File: src/rtl/arbitro_rr_fifos.sv
// arbitro_rr_fifos: round-robin drain of 8 input VC FIFOs into one egress
// FIFO, one word per cycle, gated by link ACTIVE and hysteresis backpressure.
// Ports: clk, reset (async, active-low), active, umbral_L/umbral_H (resume /
// pause thresholds), empty[8], data_in[8*DATA_W], down_count -> pop[8],
// push_out, data_out, grant_idx, pause, state (IDLE=0, ARB=1, PAUSE=2).
// Build option: define ARB_PRIO0_EN for strict priority of FIFO 0.
module arbitro_rr_fifos #(
  parameter int DATA_W       = 10,
  parameter int UMBRALES_L_H = 8
) (
  input  logic                    clk,
  input  logic                    reset,
  input  logic                    active,
  input  logic [UMBRALES_L_H-1:0] umbral_L,
  input  logic [UMBRALES_L_H-1:0] umbral_H,
  input  logic [7:0]              empty,
  input  logic [8*DATA_W-1:0]     data_in,
  input  logic [UMBRALES_L_H-1:0] down_count,
  output logic [7:0]              pop,
  output logic                    push_out,
  output logic [DATA_W-1:0]       data_out,
  output logic [2:0]              grant_idx,
  output logic                    pause,
  output logic [1:0]              state
);

  typedef enum logic [1:0] {
    IDLE  = 2'd0,
    ARB   = 2'd1,
    PAUSE = 2'd2
  } st_t;

  st_t        st_q;
  logic [2:0] sel;
  logic       hit;
  logic       go;
  logic       fire;
  logic       all_empty;
  logic [2:0] idx_q;
  logic       vld_q;
  int         t;

  assign all_empty = (empty == 8'hFF);
  assign go        = reset && active && !pause && (st_q == ARB);
  assign fire      = go && hit;
  assign state     = st_q;
  assign push_out  = vld_q;

`ifdef ARB_PRIO0_EN
  // rr_q only tracks grants to 1..7; FIFO 0 grants bypass it.
  logic [2:0] rr_q;

  always_comb begin
    sel = '0;
    hit = 1'b0;
    t   = 0;
    if (!empty[0]) begin
      sel = 3'd0;
      hit = 1'b1;
    end else begin
      for (int k = 1; k <= 7; k++) begin
        t = (int'(rr_q) + k - 1) % 7 + 1;
        if (!hit && !empty[3'(t)]) begin
          sel = 3'(t);
          hit = 1'b1;
        end
      end
    end
  end

  always_ff @(posedge clk or negedge reset) begin
    if (!reset) begin
      rr_q <= 3'd7;
    end else if (fire && sel != 3'd0) begin
      rr_q <= sel;
    end
  end
`else
  // Scan starts one past the last grant; k=8 lands back on grant_idx.
  always_comb begin
    sel = '0;
    hit = 1'b0;
    t   = 0;
    for (int k = 1; k <= 8; k++) begin
      t = int'(grant_idx) + k;
      if (!hit && !empty[3'(t)]) begin
        sel = 3'(t);
        hit = 1'b1;
      end
    end
  end
`endif

  always_comb begin
    pop = '0;
    if (fire) pop[sel] = 1'b1;
  end

  // Read data shows up the cycle after the pop, so the mux follows the
  // registered index rather than the live one.
  always_comb begin
    data_out = '0;
    if (vld_q) data_out = data_in[int'(idx_q)*DATA_W +: DATA_W];
  end

  always_ff @(posedge clk or negedge reset) begin
    if (!reset) begin
      grant_idx <= 3'd7;
      idx_q     <= '0;
      vld_q     <= 1'b0;
    end else begin
      vld_q <= fire;
      if (fire) begin
        grant_idx <= sel;
        idx_q     <= sel;
      end
    end
  end

  // Set wins over clear when thresholds overlap.
  always_ff @(posedge clk or negedge reset) begin
    if (!reset) begin
      pause <= 1'b0;
    end else if (down_count >= umbral_H) begin
      pause <= 1'b1;
    end else if (down_count <= umbral_L) begin
      pause <= 1'b0;
    end
  end

  always_ff @(posedge clk or negedge reset) begin
    if (!reset) begin
      st_q <= IDLE;
    end else begin
      unique case (st_q)
        IDLE: begin
          if (active && !all_empty) st_q <= ARB;
        end
        ARB: begin
          if (!active || all_empty) st_q <= IDLE;
          else if (pause)           st_q <= PAUSE;
        end
        PAUSE: begin
          if (!active)     st_q <= IDLE;
          else if (!pause) st_q <= ARB;
        end
        default: st_q <= IDLE;
      endcase
    end
  end

endmodule

File: config.mk
export PLATFORM = sky130hd
export DESIGN_NAME = arbitro_rr_fifos
export DESIGN_NICKNAME = d
export VERILOG_FILES = /design/src/rtl/arbitro_rr_fifos.sv
export SDC_FILE = /design/constraint.sdc
export NUM_CORES = 1
export LEC_CHECK = 0
export ABC_AREA = 1
export CAP_MARGIN = 20
export CORE_ASPECT_RATIO = 1.1
export CORE_MARGIN = 2
export CORE_UTILIZATION = 39
export CTS_CLUSTER_SIZE = 20
export DETAILED_ROUTE_END_ITERATION = 12
export PLACE_DENSITY = 0.82
export SETUP_SLACK_MARGIN = 0.4
export SYNTH_ARGS = -nofsm -noshare
export SYNTH_HDL_FRONTEND = slang
export SYNTH_SLANG_ARGS = --single-unit
export TNS_END_PERCENT = 10
File: constraint.sdc
create_clock -name clk -period 3.6 [get_ports clk]
set_input_delay 0.9 -clock clk [delete_from_list [all_inputs] [get_ports clk]]
set_output_delay 0.9 -clock clk [all_outputs]
set_load 0.02 [all_outputs]
==> results of run 1 <==
what timing repair did:
| action | 4_1_cts | 5_1_grt |
|---|---|---|
| gates resized for setup | 77 | 51 |
| buffers inserted | 3 | 0 |
| setup endpoints to repair | 18 | 18 |
| gates cloned | 0 | 0 |
| pin swaps | 13 | 13 |
| endpoints found under the hold margin | 0 | 0 |
| hold buffers | 0 | 0 |
how the worst max path moves through the flow:
stage            startpoint      to  cells after the start
2_1_floorplan  grant_idx[0]  pop[2]                     16
3_3_place_gp       empty[1]  pop[1]                     16
3_5_place_dp       empty[1]  pop[0]                     16
4_1_cts        grant_idx[0]  pop[3]                     13
5_1_grt        grant_idx[0]  pop[3]                     13
6_report       grant_idx[0]  pop[3]                     13
routing by layer:
metal  routed length, um  GRT usage  up-vias
met2                4933     0.5128      119
met3                 764    0.06250       10
met5                   0          0        -
met4                  78    0.04075        0
li1                    -          -     1730
met1                3522     0.2789     1557
registers in the layout, summed over array words and instances (netlist names):
| signal | cells |
|---|---|
| grant_idx | 3 |
| idx_q | 3 |
| pause | 1 |
| push_out | 1 |
| state | 2 |
layout make-up:
type                    instances  area share
well taps                      77     0.02194
repair buffers                178      0.3787
inverters                      50     0.04503
clock buffers                   4     0.01254
flip-flops and latches         10     0.05785
multi-input cells             343      0.4839
through the flow:
| step | utilization | instances |
|---|---|---|
| floorplan | - | 421 |
| finish | 0.7469 | 662 |
| detailed placement | 0.7099 | 655 |
| global placement | 0.7099 | 655 |
| global route | 0.7469 | 662 |
| CTS | 0.7309 | 662 |
power groups by stage:
stage	clock, mW	sequential [mW]	combinational (mW)
after floorplan	0	0.241	2.01
final	0.143	0.226	3.22
after detailed placement	0	0.227	2.90
after global routing	0.151	0.235	3.53
after CTS	0.144	0.225	3.00
after global placement	0	0.225	2.84
worst reg2reg max path, cell delays in order, from the launching register on:
cell and delay [ps]:
dfstp_2 590, inv_4 50, ha_4 340, inv_8 70, nand3_4 90, nand3_4 80, nand2_4 110, nand4_1 160
nor2_2 190, nand4_1 180, nand3_4 130, nand3_4 140, buf_4 170, buf_4 120, o21ai_0 90
cells by family (layout without fill, tap and decap cells):
kind of cell    count (synthesis)  after routing  share of synthesized area
simple gates                  230            230                     0.4557
compound gates                 93             93                     0.2156
buf+inv                        68            232                     0.1219
fa+ha+maj                      18             18                    0.09375
flops                          10             10                     0.1057
xor+xnor                        2              2                   0.007293
layout by cell type (no fill, tap or decap), types with 2 or more instances in the layout:
cell type and instances:
nand2_4 5, nand3_4 12, nand3_2 13, inv_1 42
clkbuf_8 4, dfstp_2 3, clkdlybuf4s50_1 113, nor3_1 2
nor2_1 66, a21oi_1 7, a31oi_1 10, nand2_2 22
clkbuf_2 9, nor2_2 5, nand2_1 69, dfrtp_1 7
nand4_1 7, nand3_1 16, dlymetal6s2s_1 5, ha_1 17
o31ai_1 2, o21ai_0 57, nor2_4 10, inv_2 5
clkdlybuf4s15_1 3, buf_6 8, buf_4 39, o22ai_1 10
==> results.sh, run 1 <==
export IMPL_status="completed"
export IMPL_syn_avg_cell_area_um2=5.706
export IMPL_finClkSkew_ps=0.3291
export IMPL_grt_pass1_vias=3209
export IMPL_synth_fp_nets=554
export IMPL_worstPathRequired_ps=2700
export IMPL_tightestPinTransition_ps=622.9
export IMPL_cap_viol_max_count=0
export IMPL_arrival_ps=2640
export IMPL_wl_mm=9.299
export IMPL_num_vias=3416
export IMPL_cts_tree="built"
export IMPL_timing_hold_ws_ps=532.3
export IMPL_worst_hold_path_type="reg2reg"
export IMPL_hold_start="state[0]"
export IMPL_rr_worst_depth=14
export IMPL_h_tree_depth=1
export IMPL_antenna_cells=0
export IMPL_worst_slack_ps=61.18
export IMPL_synth_seq_cells=10
export IMPL_drtIter0Drc=73
export IMPL_multi_input_area_um2=2125
export IMPL_syn_to_final_growth_pct=82.76
export IMPL_synth_edf_count=0
export IMPL_synthArstFlopShare=1.000
export IMPL_synth_main_ff_cell="dfrtp_1"
export IMPL_critPathCaptureType="primary output"
export IMPL_cts_sinks=10
export IMPL_yosysTopAreaCell="nand2_1"
export IMPL_setup_tns_ps=0
export IMPL_synthTopCellsByArea="nand2_1 (13%), o21ai_0 (12%), nor2_1 (12%)"
export IMPL_clkPwrFrac=0.040
export IMPL_synth_warning_count=0
export IMPL_drc_errors=0
export IMPL_whs_path_depth=1
export IMPL_critPathMaxStageDelay_ps=590
export IMPL_synthCells=421
export IMPL_ys_seq_area_frac=0.1057
export IMPL_die_x_um=78.83
export IMPL_switching_power_mw=2.053
export IMPL_r2r_start="grant_idx[0]"
export IMPL_grt_pass1_wl_mm=14.50
export IMPL_clk_latency_ps=240
export IMPL_yosysUniqueCellTypes=37
export IMPL_period_share=0.9830
export IMPL_rsz0062_at_grt="true"
export IMPL_antenna_found_initial=0
export IMPL_path_cells="inv_4, ha_4, inv_8, nand3_4, nand3_4, nand2_4, nand4_1, nor2_2, nand4_1, nand3_4, nand3_4, nor2_4, buf_6"
export IMPL_worstPathMaxFanout=6
export IMPL_power_mw=3.584
export IMPL_gp_congestion=0.9365
export IMPL_leakagePower_nw=2.095
export IMPL_ir_drop_mv=1.017
export IMPL_io_pins=140
export IMPL_fillers=482
export IMPL_setup_violations=0
export IMPL_start_util=0.4087
export IMPL_reg2reg_setup_slack_ps=990
export IMPL_hold_violations=0
export IMPL_sw_frac_of_total=0.5728
export IMPL_slew_headroom=0.5842
export IMPL_die_y_um=86.32
export IMPL_first_pass_iters=4
export IMPL_place_area_um2=4173
export IMPL_min_period_ps=3539
export IMPL_drive_above_1_share=0.2444
export IMPL_p_comb_frac=0.897
export IMPL_crit_slowest_cell="dfstp_2"
export IMPL_design_area_um2=4390
export IMPL_path_clk_slew_ps=50
export IMPL_crit_family="simple AND/OR/NAND/NOR gates"
export IMPL_nets=719
export IMPL_timing_fmax_mhz=282.6
export IMPL_p_int_mw=1.531
export IMPL_hold_end="state[0]"
export IMPL_crit_path_start_kind="flip-flop"
export IMPL_grt_overflow_total=0
export IMPL_regArea_um2=254.0
export IMPL_clockBufferDepth=2
export IMPL_post_place_ws_ps=-663.6
export IMPL_drtAntennaViolNets=0
export IMPL_pwr_share_seq=0.063
export IMPL_yosys_top_cells_count="nand2_1 (82), nor2_1 (75), o21ai_0 (57)"
export IMPL_rows=29
export IMPL_numCtsBuffers=3
export IMPL_via_per_inst=5.160
export IMPL_track_usage=0.2582
export IMPL_synthMostInstantiatedCell="nand2_1"
export IMPL_crit_type="reg2out"
export IMPL_slew_violations=0
export IMPL_grt_max_degree=41
export IMPL_cp_num_buf_inv=3
export IMPL_port_buffers=139
export IMPL_wire_per_inst_um=14.05
export IMPL_core_area_um2=5878
export IMPL_p_per_area_nw_per_um2=816.2
export IMPL_netlist_area_um2=2402
export IMPL_die_area_um2=6804
export IMPL_cts_root_buf="clkbuf_8"
export IMPL_synth_top_area_share=0.1281
export IMPL_r2r_end="grant_idx[0]"
export IMPL_path_common_cell="nand3_4"
export IMPL_dp_hpwl_mm=7.402
Power figures use the tool's default switching activity.
==> run 2: changes to the inputs <==
--- a/config.mk
+++ b/config.mk
@@ -12,8 +12,10 @@
 export CORE_UTILIZATION = 39
 export CTS_CLUSTER_SIZE = 20
 export DETAILED_ROUTE_END_ITERATION = 12
+export GPL_TIMING_DRIVEN = 0
 export PLACE_DENSITY = 0.82
 export SETUP_SLACK_MARGIN = 0.4
+export SLEW_MARGIN = 20
 export SYNTH_ARGS = -nofsm -noshare
 export SYNTH_HDL_FRONTEND = slang
 export SYNTH_SLANG_ARGS = --single-unit
==> run 2 against run 1 <==
Net effect: clock-buffer cell count stayed put; via count is 1.1% higher; first-iteration DRC count is 70% higher; non-clock buffer count is 10 lower; routed wire length is 0.55% higher; total power is 5.9% lower; largest cell class unchanged; clock skew is 1.9 ps higher; register-to-register slack better by 70 ps; the run now ends with setup timing left; sequential power is 3% lower; critical path type unchanged; die area stayed put; hold slack better by 18 ps; utilization is 3.5 points lower.
==> results.sh, run 2 (same netlist as run 1, synthesis figures left out) <==
export IMPL_worst_hold_path_type="reg2reg"
export IMPL_worstPathMaxFanout=6
export IMPL_mostFrequentLayoutCell="clkdlybuf4s50_1"
export IMPL_start_util=0.4087
export IMPL_port_buffers=139
export IMPL_hold_violations=0
export IMPL_timing_fmax_mhz=276.0
export IMPL_tightestPinTransition_ps=511.6
export IMPL_violations="setup timing"
export IMPL_io_pins=140
export IMPL_setup_violations=6
export IMPL_syn_to_final_growth_pct=74.11
export IMPL_track_usage=0.2686
export IMPL_num_vias=3454
export IMPL_final_cell_mix="clkdlybuf4s50_1 (113), nand2_1 (72), nor2_1 (66)"
export IMPL_met1_usage=0.2965
export IMPL_grt_pass1_vias=3348
export IMPL_fillers=524
export IMPL_antenna_cells=0
export IMPL_antenna_found_initial=0
export IMPL_grtUsageMet3=0.03958
export IMPL_clockBufferDepth=2
export IMPL_die_x_um=78.83
export IMPL_ir_drop_mv=0.8973
export IMPL_worst_slack_ps=-22.85
export IMPL_r2r_start="grant_idx[0]"
export IMPL_rows=29
export IMPL_cts_root_buf="clkbuf_8"
export IMPL_grtUsageMet2=0.5369
export IMPL_min_period_ps=3623
export IMPL_die_area_um2=6804
export IMPL_r2r_end="idx_q[0]"
export IMPL_drtIter0Drc=124
export IMPL_power_mw=3.373
export IMPL_stdcell_count=652
export IMPL_hold_start="state[0]"
export IMPL_core_area_um2=5878
export IMPL_place_area_um2=4005
export IMPL_grt_pass1_wl_mm=14.95
export IMPL_rsz0062_at_grt="true"
export IMPL_cap_viol_max_count=0
export IMPL_grt_busiest_layer="met2"
export IMPL_place_inst=637
export IMPL_via_per_inst=5.298
export IMPL_crit_type="reg2out"
export IMPL_h_tree_depth=1
export IMPL_slew_violations=0
export IMPL_reg2reg_setup_slack_ps=1060
export IMPL_critPathCaptureType="primary output"
export IMPL_arrival_ps=2720
export IMPL_nets=709
export IMPL_drive_above_1_share=0.1965
export IMPL_finClkSkew_ps=2.221
export IMPL_crit_path_start_kind="flip-flop"
export IMPL_drc_errors=0
export IMPL_status="finished, violations left"
export IMPL_wire_per_inst_um=14.34
export IMPL_leakagePower_nw=1.914
export IMPL_drtAntennaViolNets=0
export IMPL_design_area_um2=4183
export IMPL_numCtsBuffers=3
export IMPL_die_y_um=86.32
export IMPL_whs_path_depth=1
export IMPL_worstPathRequired_ps=2700
export IMPL_dp_hpwl_mm=7.434
export IMPL_grt_max_degree=12
export IMPL_cts_sinks=10
export IMPL_first_pass_iters=4
export IMPL_slew_headroom=0.6589
export IMPL_grt_overflow_total=0
export IMPL_clk_latency_ps=240
export IMPL_rr_worst_depth=16
export IMPL_timing_hold_ws_ps=550.5
export IMPL_cts_tree="built"
export IMPL_path_clk_slew_ps=50
export IMPL_p_per_area_nw_per_um2=806.5
export IMPL_wl_mm=9.350
export IMPL_period_share=1.006
export IMPL_hold_end="state[0]"
export IMPL_gp_congestion=0.9349
==> run 2: cell count changes in the layout (fill, tap and decap cells not counted), moves of 3 or more <==
cell	before	now
dlygate4sd2_1	0	8
buf_4	39	15
dlymetal6s2s_1	5	0
nand3_4	12	6
clkdlybuf4s15_1	3	0
clkbuf_1	0	14
nand2_1	69	72
nand3_2	13	17
==> run 2: area by class of cell <==
class                   count  area (um2)  area share
multi-input cells         343        2062      0.4930
plain buffers              18       102.6     0.02453
inverters                  50       200.2     0.04786
flip-flops and latches     10       254.0     0.06072
well taps                  77       96.34     0.02303
repair buffers            150        1413      0.3377
clock buffers               4       55.05     0.01316
==> run 2: stage by stage <==
step / setup slack (ps) / TNS (ps) / utilization
6_report: -22.85 / -86.50 / 0.7116
5_1_grt: -166.5 / -1261 / 0.7116
4_1_cts: -16.98 / -20.64 / 0.7175
3_5_place_dp: -707.3 / -5504 / 0.6814
3_3_place_gp: -675.7 / -5197 / 0.6814
2_1_floorplan: 296.4 / 0 / -
==> run 2: where the power goes <==
part / switching [mW] / leakage, nW / internal, mW
registers: 0.0503 / 0.119 / 0.170
clock network: 0.0456 / 0.0288 / 0.0963
logic: 1.90 / 1.77 / 1.11
total: 1.99 / 1.91 / 1.38
==> run 2: critical path, stage by stage, from the launching register on <==
cell	delay [ps]
dfstp_2	550
buf_6	110
inv_4	30
buf_12	110
ha_4	320
nand3_2	130
nand2_1	120
nand2_1	80
nand2_2	140
inv_2	70
nand3_1	110
nand2_1	60
inv_1	70
nand3_2	130
nand2_2	100
nand2_4	90
nor2_4	110
buf_4	140
==> run 2: metal layers <==
metal / part of all wire / wire length [um]
met1: 0.38 / 3590
met5: 0 / 0
met2: 0.51 / 4808
met4: 0.017 / 161
met3: 0.085 / 791
==> run 2: worst max path at each step <==
stage / to / cells after the start / startpoint
3_3_place_gp: pop[0] / 16 / empty[1]
4_1_cts: pop[7] / 15 / grant_idx[0]
2_1_floorplan: pop[2] / 16 / grant_idx[0]
5_1_grt: pop[7] / 15 / grant_idx[0]
6_report: pop[6] / 17 / grant_idx[0]
3_5_place_dp: pop[2] / 14 / empty[1]
==> run 2: timing repair <==
| item | 4_1_cts | 5_1_grt |
|---|---|---|
| hold buffers | 0 | 0 |
| buffers inserted | 11 | 0 |
| pin swaps | 16 | 9 |
| setup endpoints to repair | 18 | 18 |
| resized for setup | 91 | 28 |
